<file path="config.mk">
export PLATFORM = sky130hd
export DESIGN_NAME = pair_invariant_monitor_flat
export DESIGN_NICKNAME = d
export VERILOG_FILES = /design/src/rtl/pair_invariant_monitor_if.sv /design/src/rtl/pair_invariant_monitor.sv /design/src/flat_wrapper.sv
export SDC_FILE = /design/constraint.sdc
export NUM_CORES = 1
export LEC_CHECK = 0
export CAP_MARGIN = 25
export CELL_PAD_IN_SITES_DETAIL_PLACEMENT = 0
export CELL_PAD_IN_SITES_GLOBAL_PLACEMENT = 1
export CORE_UTILIZATION = 48
export CTS_CLUSTER_SIZE = 8
export DETAILED_ROUTE_END_ITERATION = 16
export HOLD_SLACK_MARGIN = 0.1
export PLACE_DENSITY = 0.94
export SETUP_SLACK_MARGIN = 0.3
export SLEW_MARGIN = 10
export SYNTH_ARGS = -nofsm -noshare
export SYNTH_HDL_FRONTEND = slang
export SYNTH_SLANG_ARGS = --single-unit
</file>
<file path="constraint.sdc">
create_clock -name clk -period 5.75 [get_ports clk]
set_clock_uncertainty 0.1 [all_clocks]
set_input_delay 1.15 -clock clk [delete_from_list [all_inputs] [get_ports clk]]
set_output_delay 1.15 -clock clk [all_outputs]
set_load 0.02 [all_outputs]
</file>
<file path="src/rtl/pair_invariant_monitor_if.sv">
// rtl/pair_invariant_monitor_if.sv - control, operand and result bundle for pair_invariant_monitor
interface pair_invariant_monitor_if #(
    parameter int NCH   = 10,
    parameter int CNT_W = 8,
    parameter int TS_W  = 16
);
    localparam int CH_W = $clog2(NCH + 1);

    logic               en;
    logic               clr;
    logic [NCH-1:0]     mask;
    logic [NCH:0]       foo;
    logic [NCH:0]       bar;

    logic [1:0]         state;
    logic [NCH:0]       fail_sticky;
    logic               first_vld;
    logic [CH_W-1:0]    first_ch;
    logic [TS_W-1:0]    first_time;
    logic [CNT_W-1:0]   fail_cnt;
    logic               irq;

    modport master (
        output en, clr, mask, foo, bar,
        input  state, fail_sticky, first_vld, first_ch, first_time, fail_cnt, irq
    );

    modport slave (
        input  en, clr, mask, foo, bar,
        output state, fail_sticky, first_vld, first_ch, first_time, fail_cnt, irq
    );
endinterface

</file>
<file path="src/rtl/pair_invariant_monitor.sv">
// rtl/pair_invariant_monitor.sv - per-channel foo/bar invariant checker with settle, sticky flags and first-fail capture
module pair_invariant_monitor #(
    parameter int NCH        = 10,
    parameter int MODE       = 0,
    parameter int FAIL_LEN   = 1,
    parameter int SETTLE_CYC = 4,
    parameter int CNT_W      = 8,
    parameter int TS_W       = 16
) (
    input  logic clk,
    input  logic rst_n,
    pair_invariant_monitor_if.slave bus
);
    localparam int NP    = NCH + 1;
    localparam int CH_W  = $clog2(NCH + 1);
    localparam int RUN_W = 8;
    localparam logic [RUN_W-1:0] FL     = RUN_W'(FAIL_LEN);
    localparam logic [RUN_W-1:0] FL_M1  = RUN_W'(FAIL_LEN - 1);
    localparam logic [7:0]       SETTLE = 8'(SETTLE_CYC);

    typedef enum logic [1:0] {
        S_IDLE   = 2'd0,
        S_SETTLE = 2'd1,
        S_ARMED  = 2'd2
    } state_t;

    state_t                       state_q;
    logic [7:0]                   settle_q;
    logic [NP-1:0][RUN_W-1:0]     run_q;
    logic [TS_W-1:0]              ts_q;
    logic [NP-1:0]                sticky_q;
    logic                         first_vld_q;
    logic [CH_W-1:0]              first_ch_q;
    logic [TS_W-1:0]              first_time_q;
    logic [CNT_W-1:0]             fail_cnt_q;
    logic                         irq_q;

    logic [NP-1:0]                pair_fail;
    logic [NP-1:0]                evt;
    logic [NP-1:0][RUN_W-1:0]     run_nxt;
    logic                         any_evt;
    logic [CH_W-1:0]              evt_ch;

    // Operator applied to one pair; a 1 means the invariant holds.
    function automatic logic pair_pass(input logic f, input logic b);
        case (MODE)
            0:       return f && b;
            1:       return f == b;
            default: return !f || b;
        endcase
    endfunction

    // Per-pair failure, run-length update and violation-event detection.
    always_comb begin
        pair_fail = '0;
        evt       = '0;
        run_nxt   = '0;
        for (int i = 0; i < NP; i++) begin
            if (i < NCH) begin
                pair_fail[i] = !bus.mask[i] && !pair_pass(bus.foo[i], bus.bar[i]);
            end else begin
                pair_fail[i] = !pair_pass(bus.foo[i], bus.bar[i]);
            end
            if (!pair_fail[i]) begin
                run_nxt[i] = '0;
            end else if (run_q[i] >= FL) begin
                run_nxt[i] = FL;
            end else begin
                run_nxt[i] = run_q[i] + 1'b1;
            end
            // Event only on the step into FAIL_LEN; a saturated run cannot re-fire.
            evt[i] = pair_fail[i] && (run_q[i] == FL_M1);
        end
    end

    // Lowest-index pair among this edge's events (global pair is index NCH).
    always_comb begin
        any_evt = |evt;
        evt_ch  = '0;
        for (int i = NP - 1; i >= 0; i--) begin
            if (evt[i]) begin
                evt_ch = CH_W'(i);
            end
        end
    end

    // Monitor FSM with run counters, timestamp and result capture.
    always_ff @(posedge clk or negedge rst_n) begin
        if (!rst_n) begin
            state_q      <= S_IDLE;
            settle_q     <= '0;
            run_q        <= '0;
            ts_q         <= '0;
            sticky_q     <= '0;
            first_vld_q  <= 1'b0;
            first_ch_q   <= '0;
            first_time_q <= '0;
            fail_cnt_q   <= '0;
            irq_q        <= 1'b0;
        end else if (bus.clr) begin
            // Clear beats any event on the same edge; enable decides where we restart.
            run_q        <= '0;
            ts_q         <= '0;
            sticky_q     <= '0;
            first_vld_q  <= 1'b0;
            first_ch_q   <= '0;
            first_time_q <= '0;
            fail_cnt_q   <= '0;
            irq_q        <= 1'b0;
            if (!bus.en) begin
                state_q  <= S_IDLE;
                settle_q <= '0;
            end else if (SETTLE_CYC == 0) begin
                state_q  <= S_ARMED;
                settle_q <= '0;
            end else begin
                state_q  <= S_SETTLE;
                settle_q <= SETTLE;
            end
        end else if (!bus.en) begin
            // Disable drops run state but keeps the recorded results.
            state_q  <= S_IDLE;
            settle_q <= '0;
            run_q    <= '0;
            irq_q    <= 1'b0;
        end else begin
            irq_q <= 1'b0;
            case (state_q)
                S_IDLE: begin
                    if (SETTLE_CYC == 0) begin
                        state_q <= S_ARMED;
                        ts_q    <= '0;
                    end else begin
                        state_q  <= S_SETTLE;
                        settle_q <= SETTLE;
                    end
                end
                S_SETTLE: begin
                    if (settle_q <= 8'd1) begin
                        state_q  <= S_ARMED;
                        settle_q <= '0;
                        ts_q     <= '0;
                    end else begin
                        settle_q <= settle_q - 8'd1;
                    end
                end
                S_ARMED: begin
                    run_q    <= run_nxt;
                    sticky_q <= sticky_q | evt;
                    if (ts_q != '1) begin
                        ts_q <= ts_q + 1'b1;
                    end
                    if (any_evt) begin
                        if (fail_cnt_q != '1) begin
                            fail_cnt_q <= fail_cnt_q + 1'b1;
                        end
                        if (!first_vld_q) begin
                            first_vld_q  <= 1'b1;
                            first_ch_q   <= evt_ch;
                            first_time_q <= ts_q;
                            irq_q        <= 1'b1;
                        end
                    end
                end
                default: begin
                    state_q  <= S_IDLE;
                    settle_q <= '0;
                    run_q    <= '0;
                end
            endcase
        end
    end

    assign bus.state       = state_q;
    assign bus.fail_sticky = sticky_q;
    assign bus.first_vld   = first_vld_q;
    assign bus.first_ch    = first_ch_q;
    assign bus.first_time  = first_time_q;
    assign bus.fail_cnt    = fail_cnt_q;
    assign bus.irq         = irq_q;
endmodule
</file>
<file path="src/flat_wrapper.sv">
// flat-port wrapper written by rule: the top's interface ports become plain ports
module pair_invariant_monitor_flat 
#(
    parameter int NCH        = 10,
    parameter int MODE       = 0,
    parameter int FAIL_LEN   = 1,
    parameter int SETTLE_CYC = 4,
    parameter int CNT_W      = 8,
    parameter int TS_W       = 16
)
  (clk, rst_n, bus_en, bus_clr, bus_mask, bus_foo, bus_bar, bus_state, bus_fail_sticky, bus_first_vld, bus_first_ch, bus_first_time, bus_fail_cnt, bus_irq);
  pair_invariant_monitor_if #(.NCH(NCH), .CNT_W(CNT_W), .TS_W(TS_W)) bus_i ();
  input  logic clk;
  input  logic rst_n;
  input wire logic [$bits(bus_i.en)-1:0] bus_en;
  input wire logic [$bits(bus_i.clr)-1:0] bus_clr;
  input wire logic [$bits(bus_i.mask)-1:0] bus_mask;
  input wire logic [$bits(bus_i.foo)-1:0] bus_foo;
  input wire logic [$bits(bus_i.bar)-1:0] bus_bar;
  output wire logic [$bits(bus_i.state)-1:0] bus_state;
  output wire logic [$bits(bus_i.fail_sticky)-1:0] bus_fail_sticky;
  output wire logic [$bits(bus_i.first_vld)-1:0] bus_first_vld;
  output wire logic [$bits(bus_i.first_ch)-1:0] bus_first_ch;
  output wire logic [$bits(bus_i.first_time)-1:0] bus_first_time;
  output wire logic [$bits(bus_i.fail_cnt)-1:0] bus_fail_cnt;
  output wire logic [$bits(bus_i.irq)-1:0] bus_irq;
  assign bus_i.en = bus_en;
  assign bus_i.clr = bus_clr;
  assign bus_i.mask = bus_mask;
  assign bus_i.foo = bus_foo;
  assign bus_i.bar = bus_bar;
  assign bus_state = bus_i.state;
  assign bus_fail_sticky = bus_i.fail_sticky;
  assign bus_first_vld = bus_i.first_vld;
  assign bus_first_ch = bus_i.first_ch;
  assign bus_first_time = bus_i.first_time;
  assign bus_fail_cnt = bus_i.fail_cnt;
  assign bus_irq = bus_i.irq;
  pair_invariant_monitor #(.NCH(NCH), .MODE(MODE), .FAIL_LEN(FAIL_LEN), .SETTLE_CYC(SETTLE_CYC), .CNT_W(CNT_W), .TS_W(TS_W)) u_core (.clk(clk), .rst_n(rst_n), .bus(bus_i));
endmodule
</file>
# After elaboration in Yosys (flattened, before gate mapping)
# Index checks and enable logic that the tools add are counted.
# op_classes
magnitude_cmp	12
n_eq_ne	10
n_reduce_logical	78
mux	78
bitwise	1
add_sub_neg	14
# op_table
operator	n
$mux W8	30
$mux W88	2
$pmux W88 S2	1
$mux W16	9
$add A8 B1 Y8 const B	12
$ge A8 B1 Y1 const B	11
$logic_not A8 Y1	11
$mux W4	16
$mux W11	3
$logic_and A1 B1 Y1	32
$pmux W16 S2	1
$pmux W8 S3	1
$logic_not A1 Y1	21
$add A16 B1 Y16 const B	1
$ne A16 B16 Y1 const B	1
$reduce_and A4 Y1	3
$or A11 B11 Y11	1
$reduce_or A11 Y1	1
$mux W1	10
$ne A3 B2 Y1 const B	3
$le A8 B1 Y1 const B	1
$ne A8 B8 Y1 const B	1
$reduce_bool A2 Y1	4
$sub A8 B1 Y8 const B	1
13 further kinds	16
# totals
in_bits	36
ff_bits	155
word_cells	213
output_inout_bits	43

# Depth between registers and ports, before layout
# logic_depth
ltp_word	19
ltp_mapped	9
mapped_depth_nobuf	8

# Worst setup path after synthesis
# OpenSTA, ideal clock, no wires.
# synth_path
path_kind	input-to-reg
start	in bus_foo[0]
end	reg u_core.fail_cnt_q[2] (netlist: u_core.bus.fail_cnt[2])
t_arrival_ns	2.455
path_stages	6
t_required_ns	5.525
slack_ns	3.070
setup_time_ns	0.125
cell_sequence	a21oi_1 -> nand3_1 -> nand4_1 -> o31ai_2 -> nor2_1 -> mux2_2
# synth_between
elab_chain_cells	7
# synth_rtl
element	line_no	rtl
start, declared	flat_wrapper.sv:18	input wire logic [$bits(bus_i.foo)-1:0] bus_foo;
$logic_and A1 B1 Y1	pair_invariant_monitor.sv:47	0: return f && b;
$logic_not A1 Y1	pair_invariant_monitor.sv:60	pair_fail[i] = !bus.mask[i] && !pair_pass(bus.foo[i], bus.bar[i]);
$logic_and A1 B1 Y1	pair_invariant_monitor.sv:60	
$logic_and A1 B1 Y1	pair_invariant_monitor.sv:72	evt[i] = pair_fail[i] && (run_q[i] == FL_M1);
$reduce_or A11 Y1	pair_invariant_monitor.sv:78	any_evt = |evt;
$reduce_bool A2 Y1 (no line)	--	
$reduce_and A4 Y1 (no line)	--	
end signal, assigned	pair_invariant_monitor.sv:155	fail_cnt_q <= fail_cnt_q + 1'b1;
end, declared	pair_invariant_monitor.sv:35	logic [CNT_W-1:0] fail_cnt_q;
# Every way passes these cells.
# A chain may end at the register's enable or synchronous reset.

# Final worst setup path
# layout_path
start	in bus_clr
end	reg u_core.run_q[57] (netlist name)
# layout_between
elab_chain_cells	1
word_cells_on_any_way	2
classes_between	eq/ne: 1; mux: 1
# layout_rtl
element	line_no	rtl
start, declared	flat_wrapper.sv:16	input wire logic [$bits(bus_i.clr)-1:0] bus_clr;
$ne A3 B2 Y1 (no line) or $mux W88 (tied branches)	--	
end signal, assigned	pair_invariant_monitor.sv:148	run_q <= run_nxt;
end, declared	pair_invariant_monitor.sv:29	logic [NP-1:0][RUN_W-1:0] run_q;
# Several ways; a longest one is shown, not always the timed one.

==> results by group <==
Setup path
  • Critical Path Fanout Max: 25
  • Worst path slowest cell: nand2_1
  • Slowest cell delay on critical path: 0.76 ns
  • Worst Path Arrival: 4.07 ns
  • Critical path data required time: 6.00 ns
  • Cells along the critical path: clkdlybuf4s50_1, nor3b_1, nand2_1, nor3_1, nor2_1, a21oi_1
  • Critical path class: in2reg
  • CP startpoint kind: input pin
  • Setup crit end kind: flop

Clocking
  • CTS resizes: 0
  • TritonCTS buffer count: 17
  • CTS tree: yes
  • Longest Clk Path Bufs: 2
  • Setup repair bufs after CTS: 0
  • # hold bufs at CTS: 0
  • H-Tree Depth: 4
  • CTS sink cnt: 155
  • Clk root buf: clkbuf_16
  • Skew-Pair Late Insertion Delay: 0.42 ns
  • Reg clk slew, reported paths: 0.06 ns

Placed design
  • Gpl congestion: 0.8157
  • Hpwl dp: 11110 um
  • Port buffer count: 78
  • Placed Cells: 1049

Global route
  • Initial antenna violation count: 0
  • Tot GR Track Use: 0.2150
  • Largest net degree at the start of global routing: 107
  • First-pass GRT wire length: 27890 um
  • Total congestion overflow: 0
  • Vias in the first global route: 5795

Drt
  • Routed vias/inst: 5.545
  • Antenna-violating nets left: 0
  • DRT Wirelength: 16570 um
  • Router iterations before antenna repair: 5
  • Initial drt markers: 386
  • Drt wl/cell: 15.30 um
  • Via count: 6005
  • Residual DRC: 0

Power and ir drop
  • Pleak: 4.090 nW
  • Switch Pwr: 0.5506 mW
  • Comb power frac: 0.062
  • Sequential power share: 0.420
  • Pwr dens: 278.3 nW/um^2
  • Clock network fraction of total power: 0.518
  • Int Pwr: 2.084 mW
  • Maximum vdd drop: 0.0002148 V
  • Switching Share: 0.2090

Hold path
  • HP Class: reg2reg

Synthesis
  • Yosys top cell area share: 0.5047
  • Mean Syn Cell Area: 9.890 um^2
  • Cell taking the most area after synthesis: dfrtp_1
  • Synth Instances: 777
  • Synth Flop Type: dfrtp_1
  • Ranking of synthesized cells by area: dfrtp_1 50%, ha_1 6.0%, nor2_1 4.8%
  • Post-Syn Area: 7685 um^2
  • Netlist cell types: 58
  • Post-Syn Nets: 850
  • Post-synth EDFFs: 0
  • Yosys warns: 0
  • Post-synthesis async set-or-reset flop share: 1.000
  • Register area share after synthesis: 0.5047
  • Post-synthesis register bit count: 155

STA
  • Final TNS setup: 0 ns
  • RSZ-0062 raised after global routing: false
  • Measured slew at the worst slew-check pin: 1.021 ns
  • Fin crit period: 3.818 ns
  • Finish-stage setup viols: 0
  • Slew HR: 0.3179
  • Hold Fails Final Rpt: 0
  • Fmax: 261.9 MHz
  • Final period utilization: 0.6641
  • Fin. max-slew vios: 0

Layout
  • Layout cell share with drive strength beyond 1: 0.07454
  • Non-Filler Instances: 1083
  • Fill cell count: 1284
  • Commonest non-fill, non-tap cell in the layout: dfrtp_1
  • Commonest non-fill, non-tap cells in the layout: 155 x dfrtp_1, 98 x nor2_1, 90 x nand2_1
  • Area Overhead vs Synth: 23.18%
  • ANT cells: 0
  • Nets: 932

Die
  • Die height: 128.5 um
  • Die Wd: 128.5 um
  • DIE AREA: 16520 um^2
  • Initial Util: 0.4981
  • I/O pin count: 79
  • CORE AREA: 15430 um^2
  • Core Rows: 45

Job
  • MaxCap Viol Count: 0

Run status
  • Status: completed
area by class of cell:
cell class	count	area, um^2	share of cell area
Inverter	39	146.4	0.01546
Multi-Input combinational cell	559	3561	0.3762
Tap cell	211	264.0	0.02789
Clock inverter	11	262.8	0.02776
Timing Repair Buffer	87	893.4	0.09437
Clock buffer	21	460.4	0.04864
Sequential cell	155	3879	0.4097
Yosys cell counts, drive strengths merged (10+ instances only):
library cell,instances
nor4b,11
nor2,99
xor2,36
a22o,17
dfrtp,155
inv,39
o311ai,13
nand2,90
and3,10
o22ai,12
a21oi,32
ha,37
nand3,19
nor3,27
clkbuf,15
a31oi,16
nand4,17
o21ai,38
xnor2,10
kinds of logic (layout without fill, tap and decap cells):
kind of cell             Yosys count  after routing  share of synthesized area
AND/OR/NAND/NOR                  319            319                     0.2094
buffers and inverters             63            158                    0.03321
XOR/XNOR                          46             46                    0.05243
AO/OA/AOI/OAI                    155            155                     0.1373
adder cells (fa/ha/maj)           37             37                    0.06024
flip-flops                       155            155                     0.5047
multiplexers                       2              2                   0.002768
power groups by stage:
stage	combinational, mW	sequential (mW)	clock [mW]
after floorplan	0.0796	1.13	0
after global placement	0.158	1.13	0
after detailed placement	0.163	1.13	0
after CTS	0.164	1.11	1.38
after global routing	0.183	1.11	1.42
final	0.164	1.11	1.36
path summary, 6_finish.rpt:
kind,start,to,slack (ns),cells past startpoint
worst max register to register,u_core.run_q[24],u_core.bus.fail_cnt[2],2.97,8
worst max-delay path,bus_clr,u_core.run_q[57],1.93,6
min in group asynchronous,rst_n,u_core.bus.fail_cnt[5],0.45,1
worst min-delay path,u_core.run_q[71],u_core.run_q[71],0.39,1
worst min register to register,u_core.run_q[71],u_core.run_q[71],0.39,1
max in group asynchronous,rst_n,u_core.ts_q[5],4.26,2
per-layer routing:
| metal | global-route usage | wire length (um) | vias up |
|---|---|---|---|
| met5 | 0 | 0 | - |
| li1 | - | - | 2903 |
| met3 | 0.04324 | 652 | 28 |
| met4 | 0.06920 | 284 | 0 |
| met2 | 0.3587 | 7856 | 145 |
| met1 | 0.2815 | 7777 | 2929 |
state kept, by name, indices dropped and copies added (netlist names):
signal                  flops
u_core.bus.first_time      16
u_core.run_q               88
u_core.bus.first_vld        1
u_core.bus.first_ch         4
u_core.bus.irq              1
u_core.bus.state            2
u_core.ts_q                16
u_core.settle_q             8
u_core.bus.fail_cnt         8
u_core.bus.fail_sticky     11
metrics by stage:
stage	total power [mW]	instance area, um^2	worst slack, ns	util	hold slack [ns]
floorplan	1.207	7685	3.070	-	0.3546
global placement	1.284	8677	1.684	0.5624	0.3686
detailed placement	1.289	8705	1.563	0.5642	0.3719
CTS	2.650	9428	1.993	0.6111	0.3906
global route	2.713	9467	1.651	0.6136	0.4180
finish	2.635	9467	1.932	0.6136	0.3864
critical path, delay by kind of cell:
family | cells | cell delay (ns)
buffers and inverters | 1 | 0.72
and+or+nand+nor | 4 | 2.04
AOI/OAI and AO/OA | 1 | 0.15
(Power assumes the default switching activity.)
